### src/rtl/rng_tx_scheduler_pkg.sv
// Shared definitions for the random-byte transmit scheduler: Tx FSM state
// encoding, default sizing constants and a saturating counter helper.
package rng_tx_scheduler_pkg;

  typedef enum logic [1:0] {
    ST_IDLE      = 2'd0,
    ST_SEND      = 2'd1,
    ST_WAIT_BUSY = 2'd2,
    ST_WAIT_DONE = 2'd3
  } tx_state_e;

  localparam int DEF_FIFO_DEPTH = 8;
  localparam int DEF_RCT_CUTOFF = 32;

  // Increment an 8-bit counter, holding at 255 instead of wrapping.
  function automatic logic [7:0] sat_inc8(input logic [7:0] value);
    if (value == 8'hFF) begin
      sat_inc8 = value;
    end else begin
      sat_inc8 = value + 8'd1;
    end
  endfunction

endpackage

### src/rtl/rng_tx_scheduler_fifo.sv
// Byte FIFO between the bit assembler and the transmit FSM. The head entry is
// presented combinationally on dout; flush has priority over push and pop.
module rng_tx_scheduler_fifo #(
  parameter int DEPTH = 8
) (
  input  logic                     clk,
  input  logic                     reset,
  input  logic                     flush,
  input  logic                     push,
  input  logic                     pop,
  input  logic [7:0]               din,
  output logic [7:0]               dout,
  output logic                     full,
  output logic                     empty,
  output logic [$clog2(DEPTH):0]   level
);

  localparam int AW = $clog2(DEPTH);

  logic [7:0]  mem_r [DEPTH];
  logic [AW:0] wr_ptr_r;
  logic [AW:0] rd_ptr_r;
  logic        do_push_s;
  logic        do_pop_s;

  // Pointers carry one extra wrap bit so full and empty are distinguishable.
  assign level     = wr_ptr_r - rd_ptr_r;
  assign empty     = (level == (AW + 1)'(0));
  assign full      = (level == (AW + 1)'(DEPTH));
  assign dout      = mem_r[rd_ptr_r[AW-1:0]];
  // A pop frees a slot in the same cycle, so a full FIFO still accepts a push.
  assign do_push_s = push & ~flush & (~full | pop);
  assign do_pop_s  = pop & ~flush & ~empty;

  // Advance read/write pointers; flush empties the FIFO in one cycle.
  always_ff @(posedge clk or negedge reset) begin
    if (!reset) begin
      wr_ptr_r <= '0;
      rd_ptr_r <= '0;
    end else if (flush) begin
      wr_ptr_r <= '0;
      rd_ptr_r <= '0;
    end else begin
      if (do_push_s) wr_ptr_r <= wr_ptr_r + (AW + 1)'(1);
      if (do_pop_s)  rd_ptr_r <= rd_ptr_r + (AW + 1)'(1);
    end
  end

  // Storage array write port; contents need no reset since pointers gate reads.
  always_ff @(posedge clk) begin
    if (do_push_s) mem_r[wr_ptr_r[AW-1:0]] <= din;
  end

endmodule

### src/rtl/rng_tx_scheduler.sv
// Collects de-biased random bits into LSB-first bytes, buffers them and paces
// them onto the UART one byte per tx_ready handshake. A repetition-count
// health test raises a sticky alarm on a stuck source and blanks the output.
module rng_tx_scheduler
  import rng_tx_scheduler_pkg::*;
#(
  parameter int FIFO_DEPTH = DEF_FIFO_DEPTH,
  parameter int RCT_CUTOFF = DEF_RCT_CUTOFF
) (
  input  logic                          clk,
  input  logic                          reset,
  input  logic                          enable,
  input  logic                          bit_valid,
  input  logic                          bit_in,
  input  logic                          clear_alarm,
  input  logic                          tx_ready,
  output logic                          tx_start,
  output logic [7:0]                    tx_byte,
  output logic                          alarm,
  output logic                          overflow,
  output logic [7:0]                    drop_count,
  output logic [$clog2(FIFO_DEPTH):0]   fifo_level
);

  logic [2:0] bit_cnt_r;
  logic [6:0] temp_r;
  logic       last_bit_r;
  logic [7:0] rct_cnt_r;
  logic       alarm_r;
  logic       overflow_r;
  logic [7:0] drop_cnt_r;
  tx_state_e  state_r;
  tx_state_e  state_s;
  logic [7:0] tx_byte_r;
  logic       tx_start_r;

  logic       bit_take_s;
  logic       rct_take_s;
  logic [7:0] rct_next_s;
  logic       trip_s;
  logic       byte_done_s;
  logic [7:0] byte_s;
  logic       pop_s;
  logic       drop_s;
  logic       fifo_full_s;
  logic       fifo_empty_s;
  logic [7:0] fifo_dout_s;

  // The health test sees every enabled bit; assembly also stops while alarmed.
  assign rct_take_s  = bit_valid & enable;
  assign bit_take_s  = rct_take_s & ~alarm_r;
  assign rct_next_s  = (bit_in == last_bit_r) ? sat_inc8(rct_cnt_r) : 8'd1;
  assign trip_s      = rct_take_s & (rct_next_s == 8'(RCT_CUTOFF));
  assign byte_done_s = bit_take_s & (bit_cnt_r == 3'd7);
  // temp_r shifts right, so after seven bits temp_r[0] holds the first (LSB).
  assign byte_s      = {bit_in, temp_r};
  // A byte completed by the tripping bit is flushed, not counted as a drop.
  assign drop_s      = byte_done_s & ~trip_s & fifo_full_s & ~pop_s;

  rng_tx_scheduler_fifo #(
    .DEPTH (FIFO_DEPTH)
  ) u_fifo (
    .clk   (clk),
    .reset (reset),
    .flush (trip_s),
    .push  (byte_done_s),
    .pop   (pop_s),
    .din   (byte_s),
    .dout  (fifo_dout_s),
    .full  (fifo_full_s),
    .empty (fifo_empty_s),
    .level (fifo_level)
  );

  // Byte assembler: shift accepted bits in, discard the partial byte on alarm.
  always_ff @(posedge clk or negedge reset) begin
    if (!reset) begin
      bit_cnt_r <= 3'd0;
      temp_r    <= 7'd0;
    end else if (trip_s) begin
      bit_cnt_r <= 3'd0;
      temp_r    <= 7'd0;
    end else if (bit_take_s) begin
      bit_cnt_r <= bit_cnt_r + 3'd1;
      temp_r    <= byte_done_s ? 7'd0 : {bit_in, temp_r[6:1]};
    end
  end

  // Repetition-count test; a tripping bit outranks a simultaneous clear.
  always_ff @(posedge clk or negedge reset) begin
    if (!reset) begin
      last_bit_r <= 1'b0;
      rct_cnt_r  <= 8'd0;
      alarm_r    <= 1'b0;
    end else begin
      if (rct_take_s) last_bit_r <= bit_in;
      if (trip_s) begin
        rct_cnt_r <= rct_next_s;
        alarm_r   <= 1'b1;
      end else if (clear_alarm) begin
        rct_cnt_r <= 8'd0;
        alarm_r   <= 1'b0;
      end else if (rct_take_s) begin
        rct_cnt_r <= rct_next_s;
      end
    end
  end

  // Sticky overflow flag and saturating dropped-byte counter.
  always_ff @(posedge clk or negedge reset) begin
    if (!reset) begin
      overflow_r <= 1'b0;
      drop_cnt_r <= 8'd0;
    end else if (drop_s) begin
      overflow_r <= 1'b1;
      drop_cnt_r <= sat_inc8(drop_cnt_r);
    end
  end

  // Tx FSM next state; a pop only happens in IDLE so tx_byte never moves mid-send.
  always_comb begin
    state_s = state_r;
    pop_s   = 1'b0;
    case (state_r)
      ST_IDLE: begin
        if (~fifo_empty_s & tx_ready & ~alarm_r & ~trip_s) begin
          pop_s   = 1'b1;
          state_s = ST_SEND;
        end else begin
          state_s = ST_IDLE;
        end
      end
      ST_SEND:      state_s = ST_WAIT_BUSY;
      ST_WAIT_BUSY: state_s = tx_ready ? ST_WAIT_BUSY : ST_WAIT_DONE;
      ST_WAIT_DONE: state_s = tx_ready ? ST_IDLE : ST_WAIT_DONE;
      default:      state_s = ST_IDLE;
    endcase
  end

  // Tx FSM state register plus registered start pulse and byte latch.
  always_ff @(posedge clk or negedge reset) begin
    if (!reset) begin
      state_r    <= ST_IDLE;
      tx_start_r <= 1'b0;
      tx_byte_r  <= 8'd0;
    end else begin
      state_r    <= state_s;
      tx_start_r <= (state_s == ST_SEND);
      if (pop_s) tx_byte_r <= fifo_dout_s;
    end
  end

  assign tx_start   = tx_start_r;
  assign tx_byte    = tx_byte_r;
  assign alarm      = alarm_r;
  assign overflow   = overflow_r;
  assign drop_count = drop_cnt_r;

endmodule

### config.mk
export PLATFORM = sky130hd
export DESIGN_NAME = rng_tx_scheduler
export DESIGN_NICKNAME = d
export VERILOG_FILES = /design/src/rtl/rng_tx_scheduler_pkg.sv /design/src/rtl/rng_tx_scheduler_fifo.sv /design/src/rtl/rng_tx_scheduler.sv
export SDC_FILE = /design/constraint.sdc
export NUM_CORES = 1
export LEC_CHECK = 0
export CORE_UTILIZATION = 51
export DETAILED_ROUTE_END_ITERATION = 8
export PLACE_DENSITY_LB_ADDON = 0.05
export SLEW_MARGIN = 40
export SYNTH_ARGS = -nofsm -noshare
export SYNTH_HDL_FRONTEND = slang
export SYNTH_SLANG_ARGS = --single-unit
### constraint.sdc
create_clock -name clk -period 3.75 [get_ports clk]
set_input_delay 0.5625 -clock clk [delete_from_list [all_inputs] [get_ports clk]]
set_output_delay 0.5625 -clock clk [all_outputs]
set_load 0.01 [all_outputs]
# == Word level (Yosys, flattened, before mapping) ==
# Memories as Yosys holds them, arrays and structs flattened. A register that Yosys moved wholly into a read port is not among the register bits.
# Cells that the tools add are included.
# totals
register_bits,40
latchBits,0
mem_bits_rw,64
rom_bits,0
in_bits,7
out_inout_bits,23
elab_cells,81
n_memories,1
# memory_table
name,depth,width,rd,rd_ports_with_merged_regs,write_ports,line_no,rtl
u_fifo.mem_r,8,8,1,1,1,rng_tx_scheduler_fifo.sv:20,logic [7:0] mem_r [DEPTH];
# op_classes
n_addsub,6
mul,0
div_mod_pow,0
magnitude_cmp,0
eq_ne,10
n_shift,0
mux,24
n_bitwise,20
reduce_logical,9
# op_table
operator,count
$mux W8,5
$mux W7,3
$add A8 B1 Y8 const B,2
$eq A8 B8 Y1 const B,2
$mux W4,4
$and A1 B1 Y1,13
$add A4 B1 Y4 const B,2
$eq A8 B6 Y1 const B,1
$mux W1,8
$pmux W2 S4,1
$reduce_bool A2 Y1,4
$mux W3,2
$not A1 Y1,6
$eq A2 B1 Y1 const B,2
$eq A2 B2 Y1 const B,2
$eq A4 B4 Y1 const B,1
$logic_not A4 Y1,1
$sub A4 B4 Y4,1
$add A3 B1 Y3 const B,1
$eq A3 B3 Y1 const B,1
$reduce_bool A3 Y1,1
$logic_not A2 Y1,1
$mux W2,1
$reduce_and A2 Y1,1
other kinds (3),3

# == Depth between registers and ports, before layout ==
# Gate-level depths: netlist (run 1).
# logic_depth
depth_word,13
depth_mapped,10
mapped_depth_nobuf,10

# == By module ==
# Synthesis (run 1) repeated with hierarchy kept, for this count alone.
# hier_totals
cells_unflattened,380
hier_area_um2,5128.7
# modules_own_cells
mod,instances,cells_each,area_per_inst_um2,seq_area_each_um2
rng_tx_scheduler_fifo,1,184,3069.2,2122.0
rng_tx_scheduler,1,196,2059.5,1001.0

# == Worst setup path before layout (run 1) ==
# OpenSTA, ideal clock, no wires.
# synth_path
path_type,flip-flop to flip-flop
from,reg u_fifo.rd_ptr_r[1]
to,"mem u_fifo.mem_r[0][0], enable pin"
setup_time_ps,383
t_arrival_ps,3222
t_required_ps,3367
slack_ps,144
stages_incl_launch_ff,10
path_buffers,2
period_less_slack_ps,3606
cell_sequence,dfrtp_1 -> clkbuf_1 -> buf_1 -> inv_1 -> fa_1 -> xor2_1 -> nor3_1 -> a31oi_1 -> nand3_1 -> nor3_1
# synth_via
elab_chain_cells,12
elab_cells_between_ends,14
cone_classes,add/sub (1); eq/ne (1); mux (4); bitwise (7); reduce/logical (1)
# synth_rtl
element,line_no,rtl
start: declaration,rng_tx_scheduler_fifo.sv:22,logic [AW:0] rd_ptr_r;
start signal: assignment,rng_tx_scheduler_fifo.sv:45,if (do_pop_s) rd_ptr_r <= rd_ptr_r + (AW + 1)'(1);
$sub A4 B4 Y4 *,rng_tx_scheduler_fifo.sv:27,assign level = wr_ptr_r - rd_ptr_r;
named net fifo_level[2],rng_tx_scheduler.sv:22,output logic [$clog2(FIFO_DEPTH):0] fifo_level
$logic_not A4 Y1,rng_tx_scheduler_fifo.sv:28,assign empty = (level == (AW + 1)'(0));
$not A1 Y1,rng_tx_scheduler.sv:126,if (~fifo_empty_s & tx_ready & ~alarm_r & ~trip_s) begin
$and A1 B1 Y1 (3 in a row),rng_tx_scheduler.sv:126,
$mux W1,rng_tx_scheduler.sv:126,
$mux W1,rng_tx_scheduler.sv:124,case (state_r)
$or A1 B1 Y1 *,rng_tx_scheduler_fifo.sv:32,assign do_push_s = push & ~flush & (~full | pop);
$and A1 B1 Y1 *,rng_tx_scheduler_fifo.sv:32,
$mux W1 *,rng_tx_scheduler_fifo.sv:51,if (do_push_s) mem_r[wr_ptr_r[AW-1:0]] <= din;
$mux W1 (implied by the code) *,rng_tx_scheduler_fifo.sv:51,
end: declaration,rng_tx_scheduler_fifo.sv:20,
# Mark *: on every way through the listed nets, which the timed path passes. The rest lies on a longest branch.

# == Worst setup path after layout (run 1) ==
# layout_path
from,reg u_fifo.rd_ptr_r[2]
to,out fifo_level[3]
# layout_via
elab_chain_cells,1
# layout_rtl
element,line_no
$sub A4 B4 Y4,rng_tx_scheduler_fifo.sv:27
end: declaration,rng_tx_scheduler.sv:22
# Every way passes these cells.

==> run_results.csv, run 1 <==
group,metric,value,unit
pwr,p_sw_share,31.35,%
worst_setup_path,slowest_stage,"clkdlybuf4s50_1",
yosys,synthArstFlopShare,42.86,%
placed_design,gp_congestion,0.8854,
sta,finalSetupViolCount,0,
sta,period_share,81.75,%
clock_tree,ctsResizeCount,0,
grt,grt_max_degree,34,
floorplan,core_area,0.009415,sq mm
sta,finalCriticalPeriod,3066,ps
floorplan,dieArea,0.01032,sq mm
worst_setup_path,crit_path_start_kind,"flip-flop",
floorplan,die_h,101.6,microns
finish,final_cell_mix,"64 x edfxtp_1, 48 x dfrtp_1, 32 x nor2_1",
clock_tree,numClockSinks,112,
clock_tree,clock_latency,370,ps
grt,antenna_found_initial,0,
sta,rsz0062_at_grt,"no",
placed_design,hpwl,6.268,mm
clock_tree,cts_tree,"done",
finish,drive_gt1_share,16.42,%
yosys,yosys.cell_types.count,59,
finish,num_antenna_cells,0,
grt,grtUsageTotal,19.71,%
finish,area_delta_synth_final,13.51,%
pwr,leakagePower,2.208,nW
routing,totalWireLength,9.131,mm
clock_tree,post_cts_buffers,0,
worst_setup_path,timing.rr.start,"u_fifo.wr_ptr_r[0]",
pwr,pwr-share-clk,23.1,%
routing,drc_errors,0,
routing,dr.pass1.iters,4,
sta,slew_headroom,48.98,%
worst_setup_path,crit_family,"buffers and inverters",
yosys,synth_cells,364,
pwr,pwr-share-comb,32.7,%
sta,final_max_slew_viol_count,0,
worst_setup_path,critical_path_required,3190,ps
worst_setup_path,cp.arrival,2500,ps
worst_setup_path,critPathCaptureType,"output port",
grt,grt_overflow,0,
yosys,synth_warnings,0,
clock_tree,cts_buffers,9,
yosys,avgSynthCellArea,13.89,sq um
sta,final-hold-violation-count,0,
clock_tree,clock_path_buffers,2,
clock_tree,cts_hold_buf,0,
worst_setup_path,cpPeakStageDelay,530,ps
yosys,synth-main-ff-cell,"edfxtp_1",
worst_setup_path,crit_buf_inv,2,
sta,worst_slew_pin_slew,762.5,ps
yosys,synth_nets,381,
clock_tree,cts_max_level,3,
placed_design,port_buffers,29,
worst_setup_path,path_cells,"inv_2 -> ha_1 -> a21oi_1 -> a21o_1 -> and2_1 -> clkdlybuf4s50_1",
floorplan,io_pins,30,
yosys,ys_ff_latch,112,
sta,skew,11.90,ps
outcome,status,"finished clean",
sta,fmax,326.2,MHz
pwr,powerDensity,651.0,mW/mm^2
pwr,peakVddDrop,0.3171,mV
clock_tree,cts_root_buf,"clkbuf_8",
yosys,syn_area,0.005056,sq mm
finish,final_common_cell,"edfxtp_1",
worst_setup_path,crit_start,"u_fifo.rd_ptr_r[2]",
pwr,power.switching,1.171,mW
floorplan,die_w,101.6,microns
worst_setup_path,critPathMaxFanout,9,
routing,vias_per_cell,5.544,
floorplan,start_util,53.70,%
grt,grt_pass1_wl,14.91,mm
floorplan,rows,35,
routing,final_antenna_net_count,0,
routing,wl_per_cell,17.20,microns
yosys,synth-edff-count,64,
clock_tree,path_clk_slew,110,ps
pwr,pwr-share-seq,44.2,%
routing,dr.first_iter.drc_count,139,
pwr,power,3.736,mW
worst_setup_path,critPathKind,"flip-flop to output port",
yosys,seq_area_frac_synth,61.77,%
worst_hold_path,hold_class,"primary input to asynchronous set/reset pin",
pwr,p_int,2.565,mW
routing,routed-via-count,2944,
finish,final_nets,414,
grt,grt_pass1_vias,2877,
job,drv_cap,0,
sta,setup_tns,0,ps
## power groups by stage
| stage | Sequential (mW) | Clock (mW) | Combinational, mW |
|---|---|---|---|
| finish | 1.65 | 0.862 | 1.22 |
| global route | 1.68 | 0.940 | 1.34 |
| CTS | 1.65 | 0.886 | 1.24 |
| detailed placement | 1.68 | 0 | 1.23 |
| global placement | 1.67 | 0 | 1.21 |
| floorplan | 1.66 | 0 | 0.818 |
## stage by stage
step / util [%] / std cells / hold WS (ps) / area [sq um] / worst slack, ps
floorplan: - / 364 / 266.9 / 5056 / 144.1
finish: 60.96 / 531 / 125.3 / 5739 / 684.2
global route: 60.96 / 531 / 123.1 / 5739 / 539.4
global placement: 58.17 / 515 / 467.0 / 5477 / 530.9
CTS: 60.88 / 531 / 282.0 / 5732 / 647.6
detailed placement: 58.22 / 515 / 468.1 / 5482 / 623.9
## state kept, by name (all words and copies together) (netlist names)
register,cells
bit_cnt_r,3
u_fifo.rd_ptr_r,4
temp_r,7
last_bit_r,1
u_fifo.wr_ptr_r,4
alarm,1
u_fifo.mem_r,64
overflow,1
tx_byte,8
tx_start,1
drop_count,8
state_r,2
rct_cnt_r,8
## routing by layer
layer	track usage, %	part of all wire [%]	up-vias
li1	-	-	1429
met1	27.88	48	1459
met2	30.35	47	52
met3	5.797	4.3	4
met4	4.348	0.76	0
met5	0	0	-
## cell type report
type | instances | area, sq um
clock buffer | 9 | 123.9
tap | 129 | 161.4
fill | 762 | 3676
inverter | 9 | 33.78
multi-input combinational | 228 | 1823
clock inverter | 7 | 126.4
timing repair buffer | 37 | 347.8
sequential | 112 | 3123
## synthesized netlist by cell type (all sizes together) (7+ instances only)
| cell type | count | area share, % |
|---|---|---|
| nor3b | 8 | 1.3 |
| inv | 9 | 0.67 |
| nor3 | 8 | 0.89 |
| ha | 9 | 2.2 |
| dfrtp | 48 | 24 |
| nor2 | 34 | 2.5 |
| nand3 | 15 | 1.6 |
| a21oi | 17 | 1.7 |
| buf | 10 | 1.3 |
| mux4 | 16 | 7.1 |
| and3 | 7 | 0.87 |
| mux2i | 12 | 2.4 |
| nand2 | 13 | 1.0 |
| xnor2 | 9 | 1.6 |
| o21ai | 24 | 3.0 |
| edfxtp | 64 | 38 |
## final timing paths
path / endpoint / slack, ps / cells past startpoint
min in group clk: overflow / 490 / 1
max: fifo_level[3] / 680 / 6
min reg2reg: overflow / 490 / 1
max in group asynchronous: rct_cnt_r[6] / 3010 / 2
min: tx_byte[4] / 130 / 1
max reg2reg: u_fifo.mem_r[7][1] / 740 / 10
## cells by family (layout without fill, tap and decap cells)
kind of cell / after synthesis / in the layout / synth area share, %
compound gates: 60 / 60 / 7.746
simple gates: 113 / 113 / 12.87
flops: 112 / 112 / 61.77
fa+ha+maj: 10 / 10 / 2.623
xor+xnor: 15 / 15 / 2.598
mux: 30 / 30 / 10.02
buf+inv: 24 / 62 / 2.376
## worst reg2reg max path, cell delays in order, from the launching register on
cell	delay, ps
dfrtp_1	440
inv_1	100
ha_1	170
inv_1	60
fa_1	380
xor2_1	240
nor3_1	120
a31oi_1	230
buf_4	180
nand4_1	140
nor2_1	590
No activity file was read; power rests on OpenSTA's default activity.
==> run 2: changes to the inputs <==
==> constraint.sdc (replaced) <==
create_clock -name clk -period 3.2 [get_ports clk]
set_input_delay 0.48 -clock clk [delete_from_list [all_inputs] [get_ports clk]]
set_output_delay 0.48 -clock clk [all_outputs]
set_load 0.01 [all_outputs]
==> run 2 against run 1 <==
Net effect:
- sequential cell count stayed put
- design area is 0.41% higher
- clock power is 11% higher
- worst hold slack worse by 67 ps
- count of clock-buffer cells in the layout is 1 higher
- critical path type is now flip-flop to flip-flop
- largest cell class unchanged
==> run_results.csv, run 2 (synthesized netlist as in run 1, its figures left out) <==
group,metric,value,unit
outcome,status,"finished clean",
finish,num_antenna_cells,0,
clock_tree,path_clk_slew,100,ps
routing,totalWireLength,8.888,mm
worst_setup_path,reg2reg_setup_slack,200,ps
grt,global_route.usage.met3,5.176,%
job,drv_cap,0,
worst_setup_path,path_cells,"inv_1 -> ha_1 -> inv_1 -> fa_1 -> xor2_1 -> nor3_1 -> a31oi_2 -> nand3_1 -> nor2_2",
routing,dr.first_iter.drc_count,112,
pwr,power,4.338,mW
finish,area_delta_synth_final,13.98,%
placed_design,port_buffers,29,
finish,final_common_cell,"edfxtp_1",
floorplan,die_h,101.6,microns
worst_setup_path,critPathCaptureType,"flip-flop",
sta,period_share,93.64,%
pwr,peakVddDrop,0.3140,mV
routing,vias_per_cell,5.524,
clock_tree,clock_latency,370,ps
worst_setup_path,cpPeakStageDelay,450,ps
worst_setup_path,slowest_stage,"nor2_2",
placed_design,gp_congestion,0.8922,
floorplan,rows,35,
sta,finalCriticalPeriod,2997,ps
sta,final_max_slew_viol_count,0,
grt,use_met2,29.11,%
clock_tree,numClockSinks,112,
placed_design,hpwl,6.181,mm
worst_setup_path,cp_common_cell,"inv_1",
finish,largest_reg_flops,64,
grt,grt_pass1_vias,2834,
floorplan,core_area,0.009415,sq mm
pwr,pwr-share-comb,33.6,%
clock_tree,cts_hold_buf,0,
pwr,p_sw_share,30.75,%
worst_hold_path,hold_class,"primary input to asynchronous set/reset pin",
clock_tree,clock_path_buffers,2,
grt,grt_overflow,0,
grt,grt_pass1_wl,14.71,mm
grt,grtUsageTotal,19.36,%
clock_tree,cts_root_buf,"clkbuf_8",
clock_tree,cts_tree,"done",
sta,holdWs,57.85,ps
sta,rsz0062_at_grt,"yes",
pwr,pwr-share-seq,44.3,%
finish,final_nets,415,
floorplan,start_util,53.70,%
sta,fmax,333.7,MHz
sta,worst_slew_pin_slew,539.0,ps
routing,dr.pass1.iters,4,
finish,drive_gt1_share,17.62,%
sta,slew_headroom,63.98,%
grt,antenna_found_initial,0,
routing,wl_per_cell,16.71,microns
sta,skew,15.36,ps
sta,setup_tns,0,ps
routing,drc_errors,0,
pwr,p_int,3.004,mW
finish,final_cell_mix,"64 x edfxtp_1, 48 x dfrtp_1, 28 x nor2_1, 28 x clkdlybuf4s50_1, 17 x a21oi_1",
floorplan,io_pins,30,
worst_setup_path,crit_path_start_kind,"flip-flop",
grt,grt_max_degree,28,
clock_tree,cts_buffers,9,
pwr,powerDensity,752.7,mW/mm^2
floorplan,dieArea,0.01032,sq mm
worst_setup_path,cp.arrival,3000,ps
pwr,pwr-share-clk,22.1,%
sta,final-hold-violation-count,0,
worst_setup_path,critical_path_required,3210,ps
worst_setup_path,critPathMaxFanout,8,
pwr,power.switching,1.334,mW
clock_tree,ctsResizeCount,0,
floorplan,die_w,101.6,microns
sta,finalSetupViolCount,0,
routing,routed-via-count,2939,
grt,met1_usage,28.40,%
clock_tree,cts_max_level,3,
worst_setup_path,critPathKind,"flip-flop to flip-flop",
worst_setup_path,ff2ff_path_depth,9,
grt,top_usage_layer,"met2",
routing,final_antenna_net_count,0,
pwr,leakagePower,2.199,nW
clock_tree,post_cts_buffers,0,
run 2: power groups by stage:
stage / Sequential, mW / Combinational [mW] / Clock, mW
global route: 1.95 / 1.61 / 1.05
floorplan: 1.95 / 0.971 / 0
CTS: 1.92 / 1.48 / 0.994
finish: 1.92 / 1.46 / 0.960
global placement: 1.95 / 1.45 / 0
detailed placement: 1.95 / 1.47 / 0
run 2: critical path, delay by kind of cell (launching register included):
| family | cells | cell delay (ps) |
|---|---|---|
| adder cells (fa/ha/maj) | 2 | 540 |
| AND/OR/NAND/NOR | 3 | 880 |
| flip-flops | 1 | 440 |
| XOR/XNOR | 1 | 240 |
| AO/OA/AOI/OAI | 1 | 380 |
| buffers and inverters | 2 | 150 |
run 2: metrics by stage:
stage          instances  setup slack, ps  area (sq um)  utilization (%)
2_1_floorplan        364            89.80          5101                -
3_3_place_gp         516            284.9          5528            58.71
3_5_place_dp         516            215.5          5528            58.71
4_1_cts              532            191.2          5763            61.21
5_1_grt              532           -24.94          5763            61.21
6_report             532            203.4          5763            61.21
run 2: path summary, 6_finish.rpt:
check / start / end
max: u_fifo.wr_ptr_r[0] / u_fifo.mem_r[6][7]
min: reset / tx_byte[1]
max reg2reg: u_fifo.wr_ptr_r[0] / u_fifo.mem_r[6][7]
min reg2reg: overflow / overflow
max in group asynchronous: reset / bit_cnt_r[1]
min in group clk: overflow / overflow
run 2: final cells by class:
cell class                      count  area (sq um)
Clock buffer                       10         127.6
Clock inverter                      6         107.6
Fill cell                         739          3652
Inverter                            9         33.78
Multi-Input combinational cell    228          1857
Sequential cell                   112          3123
Tap cell                          129         161.4
Timing Repair Buffer               38         352.8
run 2: per-layer routing:
metal	wire (microns)	vias up	share of wire, %
met5	0	-	0
met4	71	0	0.80
met3	332	6	3.7
met2	4036	62	45
met1	4448	1445	50
li1	-	1426	-
